==> src/rtl/muldiv_unit.sv <==
// Iterative RV64M multiply/divide unit: one radix-2 shift-add or restoring
// shift-subtract step per cycle, fixed latency per operand width.
module muldiv_unit #(
  parameter int unsigned MUL_CYCLES = 64,
  parameter int unsigned W_CYCLES   = 32
) (
  input  logic        clk,
  input  logic        reset,
  input  logic        flush,
  input  logic        in_valid,
  output logic        in_ready,
  input  logic [2:0]  op,
  input  logic        is_w,
  input  logic [63:0] srca,
  input  logic [63:0] srcb,
  input  logic [4:0]  dst,
  input  logic        wen,
  output logic        out_valid,
  input  logic        out_ready,
  output logic [63:0] result,
  output logic [4:0]  out_dst,
  output logic        fwd_valid
);

  localparam int unsigned CntW = $clog2(MUL_CYCLES + 1);

  typedef enum logic [1:0] {StIdle, StBusy, StDone} state_e;

  state_e          state_q, state_d;
  logic [CntW-1:0] cnt_q, cnt_d;
  logic            is_div_q, is_div_d, is_rem_q, is_rem_d, is_w_q, is_w_d;
  logic            wen_q, wen_d, qneg_q, qneg_d, rneg_q, rneg_d, div0_q, div0_d;
  logic [4:0]      dst_q, dst_d;
  logic [63:0]     acc_q, acc_d, x_q, x_d, y_q, y_d, result_q, result_d;

  logic            op_div, op_sgn, op_rem, a_neg, b_neg, last, ge;
  logic [63:0]     a_ext, b_ext, a_mag, b_mag;
  logic [64:0]     rem_sh, diff;
  logic [63:0]     acc_step, x_step, y_step, q_fix, r_fix, raw_res, fin_res;

  // Operand decode: operative-width extension, then magnitudes for signed divides.
  always_comb begin
    op_div = (op >= 3'd1) && (op <= 3'd4);
    op_sgn = (op == 3'd1) || (op == 3'd3);
    op_rem = (op == 3'd3) || (op == 3'd4);
    a_ext  = srca;
    b_ext  = srcb;
    if (is_w) begin
      a_ext = op_sgn ? {{32{srca[31]}}, srca[31:0]} : {32'b0, srca[31:0]};
      b_ext = op_sgn ? {{32{srcb[31]}}, srcb[31:0]} : {32'b0, srcb[31:0]};
    end
    a_neg = op_sgn & a_ext[63];
    b_neg = op_sgn & b_ext[63];
    a_mag = a_neg ? -a_ext : a_ext;
    b_mag = b_neg ? -b_ext : b_ext;
  end

  // One iteration; the borrow of the 65-bit difference is the restore decision.
  always_comb begin
    rem_sh = {acc_q, x_q[63]};
    diff   = rem_sh - {1'b0, y_q};
    ge     = ~diff[64];
    if (is_div_q) begin
      acc_step = ge ? diff[63:0] : rem_sh[63:0];
      x_step   = {x_q[62:0], ge};
      y_step   = y_q;
    end else begin
      acc_step = acc_q + (y_q[0] ? x_q : 64'd0);
      x_step   = {x_q[62:0], 1'b0};
      y_step   = {1'b0, y_q[63:1]};
    end
    q_fix   = div0_q ? '1 : (qneg_q ? -x_step : x_step);
    r_fix   = rneg_q ? -acc_step : acc_step;
    raw_res = !is_div_q ? acc_step : (is_rem_q ? r_fix : q_fix);
    fin_res = is_w_q ? {{32{raw_res[31]}}, raw_res[31:0]} : raw_res;
  end

  assign last = (cnt_q == CntW'(1));

  always_ff @(posedge clk or posedge reset) begin
    if (reset) begin
      state_q <= StIdle;
    end else begin
      state_q <= state_d;
    end
  end

  always_comb begin
    state_d = state_q;
    if (flush) begin
      state_d = StIdle;
    end else begin
      unique case (state_q)
        StIdle:  if (in_valid) state_d = StBusy;
        StBusy:  if (last) state_d = StDone;
        StDone:  if (out_ready) state_d = StIdle;
        default: state_d = StIdle;
      endcase
    end
  end

  always_comb begin
    cnt_d    = cnt_q;
    is_div_d = is_div_q;
    is_rem_d = is_rem_q;
    is_w_d   = is_w_q;
    wen_d    = wen_q;
    dst_d    = dst_q;
    qneg_d   = qneg_q;
    rneg_d   = rneg_q;
    div0_d   = div0_q;
    acc_d    = acc_q;
    x_d      = x_q;
    y_d      = y_q;
    result_d = result_q;
    if (flush) begin
      cnt_d = '0;
    end else if (state_q == StIdle && in_valid) begin
      cnt_d    = is_w ? CntW'(W_CYCLES) : CntW'(MUL_CYCLES);
      is_div_d = op_div;
      is_rem_d = op_rem;
      is_w_d   = is_w;
      wen_d    = wen;
      dst_d    = dst;
      qneg_d   = a_neg ^ b_neg;
      rneg_d   = a_neg;
      div0_d   = op_div && (b_ext == 64'd0);
      acc_d    = '0;
      // W divides pre-align the dividend so 32 steps consume exactly its bits.
      x_d      = !op_div ? srca : (is_w ? {a_mag[31:0], 32'b0} : a_mag);
      y_d      = op_div ? b_mag : srcb;
    end else if (state_q == StBusy) begin
      cnt_d = cnt_q - CntW'(1);
      acc_d = acc_step;
      x_d   = x_step;
      y_d   = y_step;
      if (last) result_d = fin_res;
    end
  end

  always_ff @(posedge clk or posedge reset) begin
    if (reset) begin
      cnt_q    <= '0;
      is_div_q <= 1'b0;
      is_rem_q <= 1'b0;
      is_w_q   <= 1'b0;
      wen_q    <= 1'b0;
      dst_q    <= '0;
      qneg_q   <= 1'b0;
      rneg_q   <= 1'b0;
      div0_q   <= 1'b0;
      acc_q    <= '0;
      x_q      <= '0;
      y_q      <= '0;
      result_q <= '0;
    end else begin
      cnt_q    <= cnt_d;
      is_div_q <= is_div_d;
      is_rem_q <= is_rem_d;
      is_w_q   <= is_w_d;
      wen_q    <= wen_d;
      dst_q    <= dst_d;
      qneg_q   <= qneg_d;
      rneg_q   <= rneg_d;
      div0_q   <= div0_d;
      acc_q    <= acc_d;
      x_q      <= x_d;
      y_q      <= y_d;
      result_q <= result_d;
    end
  end

  always_comb begin
    in_ready  = (state_q == StIdle);
    out_valid = (state_q == StDone);
    fwd_valid = out_valid & wen_q;
    result    = result_q;
    out_dst   = dst_q;
  end

endmodule

==> config.mk <==
export PLATFORM = sky130hd
export DESIGN_NAME = muldiv_unit
export DESIGN_NICKNAME = d
export VERILOG_FILES = /design/src/rtl/muldiv_unit.sv
export SDC_FILE = /design/constraint.sdc
export NUM_CORES = 2
export LEC_CHECK = 0
export ABC_CLOCK_PERIOD_IN_PS = 11600
export CORE_MARGIN = 3
export CORE_UTILIZATION = 61
export DETAILED_ROUTE_END_ITERATION = 16
export PLACE_DENSITY = 0.88
export SYNTH_ARGS = -nofsm -noshare
export SYNTH_HDL_FRONTEND = slang
export SYNTH_SLANG_ARGS = --single-unit
export TNS_END_PERCENT = 10
==> constraint.sdc <==
create_clock -name clk -period 11.6 [get_ports clk]
set_clock_uncertainty 0.1 [all_clocks]
set_input_delay 1.16 -clock clk [delete_from_list [all_inputs] [get_ports clk]]
set_output_delay 1.16 -clock clk [all_outputs]
set_load 0.01 [all_outputs]
==> out/results.env <==
INITIAL_ANTENNA_VIOLATION_COUNT=7
CRIT_PATH_MAX_FANOUT=46
WORST_SKEW_PAIR.LATE_LATENCY_NS=0.58
SYNTH_COMPOUND_GATE_AREA_SHARE_PCT=32.6
DRT_PASS1_ITERATIONS=14
IR_WORST_VDD_uV=187
GRT_UTIL_ALL_LAYERS_PCT=49.6
CHIPHEIGHT_UM=227
AREA.GROWTH.SYNTH_TO_FINAL_PCT=11.5
MAX_FREQ_MHz=133
DRT_WL_TOTAL_MM=132
POST_CTS.REPAIR.SETUP_BUFFERS=0
POWER_FRAC_COMB_PCT=69.2
IOS=215
TIMING.CRITICAL_PATH.SLOWEST_CELL_DELAY_NS=0.75
INITIAL_UTIL_PCT=62.1
NUMPORTBUFFERS=214
FIRST_ITER_VIOLATIONS=5675
CTS_TREE='yes'
POWER-PER-CELL-AREA_mW_PER_MM2=308
MAX_SLEW_MARGIN_PCT=9.00
CLKSLEWWORSTSETUPHOLDPATHS_NS=0.06
TIMING.CRITICAL_PATH.MAX_DELAY_FAMILY='compound AO/OA/AOI/OAI gates'
CRITICAL_PATH_SOURCE_TYPE='flip-flop'
CRIT_PATH_CELL_CHAIN='ha_1 -> fa_1 -> nand2b_1 -> a21oi_1 -> o21a_1 -> nand3_1 -> a31oi_4 -> o21a_1 -> nor2_4 -> buf_4 -> a311oi_1 -> and4_1 -> nand4_1 -> nor3_1 -> mux2_2 -> or4_1 -> and2_1 -> o31a_1'
HOLD_VIOLATIONS=0
GRT_PASS1_WL_MM=195
SYNTH_SIMPLE_GATE_AREA_SHARE_PCT=23.4
MAXIMUM_NUMBER_OF_PINS_ON_ONE_NET_BEFORE_GLOBAL_ROUTE_REPAIR=111
POSTSYNTHAREAPERCELL_UM2=7.22
SYNTHDOMINANTAREACELLTYPE='dfrtp_1'
MOST_COMMON_LIBRARY_CELL_IN_THE_LAYOUT_IGNORING_FILL_AND_TAPS='nand2_1'
FINAL-SETUP-VIOL-COUNT=0
SYNTH-ASYNC-RESET-RATIO_PCT=100
SYNTH_TOP_FLOP_CELL='dfrtp_1'
YOSYS.AREA_SHARE.XOR_XNOR_PCT=8.98
NUM_ROWS=80
GLOBALPLACE.CONGESTION=1.10
POSTCTSRESIZEDCELLS=0
CLOCK_SINKS=277
SYN_AREA_MM2=0.0298
P_INT_mW=4.37
COUNT_OF_PINS_OVER_THEIR_SLEW_LIMIT=0
SYNTHDISTINCTLIBCELLS=103
NET_SWITCHING_SHARE_OF_THE_TOTAL_POWER_PCT=57.4
YS_WARN_COUNT=0
POST_SYNTHESIS_REGISTER_BIT_COUNT=277
HTREE_NUM_LEVELS=2
NUM-FILL-CELLS=4157
DIE_WIDTH_UM=227
ADDER_CELL_FRACTION_OF_SYNTH_AREA_PCT=5.75
TIMING.CRITICAL_PATH.BUF_INV=1
SYNTHDOMINANTCELLAREASHARE_PCT=23.2
RUN_STATUS='completed'
FINAL_PERIOD_DEMAND_OF_THE_WORST_PATH_NS=7.49
DIE_AREA_MM2=0.0516
LAYOUT.CELLS.MOST_COMMON_LIST='483 x nand2_1, 430 x o21ai_0, 412 x a21oi_1'
FIN_CRIT_SH_PCT=64.6
LARGEST_FAMILY_OF_LOGIC_CELLS_BY_SYNTHESIZED_AREA='compound AO/OA/AOI/OAI gates'
HOLDBUFCOUNTCTS=0
CRIT_PATH_TOP_DELAY_CELL='o21a_1'
FINAL_TOTAL_NEGATIVE_SETUP_SLACK_NS=0
GRT_PASS1_VIAS=31700
CORE_AREA_MM2=0.0480
NETLIST_INSTANCES=4133
ROUTE.VIAS.TOTAL=35100
FINISH.NET_COUNT=4434
CLOCK_POWER_SHARE_PCT=11.1
WORST_PIN_SLEW_NS=1.35
LEAKAGE_nW=13.3
COUNT_OF_FLIP_FLOPS_WITH_A_BUILT_IN_ENABLE_AFTER_SYNTHESIS=0
PATH_CLASS='reg2reg'
RSZ_0062_RAISED_AFTER_GLOBAL_ROUTING='false'
DETAIL_ROUTE.WL_PER_CELL_UM=27.5
CRIT_PATH_END_KIND='flip-flop'
SYN-NUM-NETS=4412
SYNTH_AREA_LEADERS='dfrtp_1 23%, o21ai_0 7.2%, a21oi_1 6.9%'
MUXSHAREOFSYNTHAREA_PCT=0.663
FINAL_LAYOUT_SIZE_SUFFIX_GT1_SHARE_PCT=4.81
CTS_ROOT_BUF='clkbuf_16'
NETSWITCHINGPOWER_mW=5.89
TRITONCTS_BUFFER_COUNT=35
REQUIRED_NS=11.95
PLACE_HPWL_MM=101
SEQ_AREA_FRAC_SYNTH_PCT=23.2
GLOBALROUTEOVERFLOWTOTAL=0
VIA_PER_INST=7.31
WORST_EP_ARRIVAL_TIME_NS=7.84
ANT_NETS=0
POWER.SEQUENTIAL.FRACTION_PCT=19.7
HOLD-WORST-SLACK_NS=0.363
TIMING.HOLD.WORST.CLASS='reg2reg'
REG2REG_SLACK_NS=4.11
CTSLONGESTPATHBUFFERS=3
DRC_VIOLS=0
PATH_COMMON_CELL='o21a_1'
TIMING.MAX_CAP.VIOLATIONS=0
kinds of logic (layout without fill, tap and decap cells):
family	count (synthesis)	in the layout
xor+xnor	306	306
mux	19	19
fa+ha+maj	136	136
buf+inv	403	451
simple gates	1477	1477
other cells	0	4
compound gates	1515	1515
flops	277	277
path summary, 6_finish.rpt:
kind,depth (start not counted),to,start
worst max-delay path,18,result[44]$_DFFE_PP0P_,y_q[0]$_DFFE_PP0P_
min in group asynchronous,2,result[13]$_DFFE_PP0P_,reset
max in group asynchronous,4,qneg_q$_DFFE_PP0P_,reset
worst min-delay path,2,result[13]$_DFFE_PP0P_,result[13]$_DFFE_PP0P_
worst min register to register,2,result[13]$_DFFE_PP0P_,result[13]$_DFFE_PP0P_
worst max register to register,18,result[44]$_DFFE_PP0P_,y_q[0]$_DFFE_PP0P_
area by class of cell:
type	instances	area, um2	share of cell area [%]
timing repair buffer	268	2540	7.64
sequential	277	6940	20.9
antenna	4	10.0	0.0301
inverter	120	459	1.38
clock buffer	39	931	2.80
multi-input combinational	3453	21400	64.3
clock inverter	24	225	0.677
tap	615	769	2.31
cells in the mapped netlist, drive strengths merged, types with 108 or more instances:
library cell and number:
a21oi 415, nand3 118, ha 134, clkbuf 223, nor3 108, dfrtp 277
nor2 375, xor2 152, xnor2 154, nand2 487, o21ai 446, inv 117
tightest hold or removal path, cell delays in order, from the launching register on:
cell and delay [ns]:
dfrtp_1 0.34, nand2_1 0.05, nand2_1 0.04
layer usage:
metal	GRT usage (%)	vias up	part of all wire [%]
li1	-	15300	-
met1	65.6	16300	37
met2	70.6	2968	40
met3	19.3	576	17
met4	24.9	6	6.0
met5	0	-	0.031
metrics by stage:
stage | std cells | area (um2) | utilization [%] | power (mW) | setup slack, ns
5_1_grt | 4796 | 33300 | 69.2 | 10.7 | 3.89
2_1_floorplan | 4133 | 29800 | - | 6.30 | 2.70
6_report | 4800 | 33300 | 69.2 | 10.3 | 4.11
3_3_place_gp | 4733 | 32100 | 66.8 | 8.58 | 4.61
4_1_cts | 4796 | 33300 | 69.2 | 9.78 | 4.45
3_5_place_dp | 4733 | 32100 | 66.8 | 8.63 | 4.49
registers in the layout, summed over array words and instances (netlist names), 2 cells and up:
name / flops
y_q: 64
out_dst: 5
cnt_q: 7
state_q: 2
x_q: 64
acc_q: 64
result: 64
power groups by stage:
stage / clock network (mW) / registers, mW / logic [mW]
floorplan: 0 / 1.67 / 4.63
global placement: 0 / 1.93 / 6.65
detailed placement: 0 / 1.95 / 6.68
CTS: 1.13 / 1.93 / 6.72
global route: 1.16 / 2.01 / 7.49
finish: 1.14 / 2.02 / 7.10
Note: power is estimated with default switching activity, not from simulation.
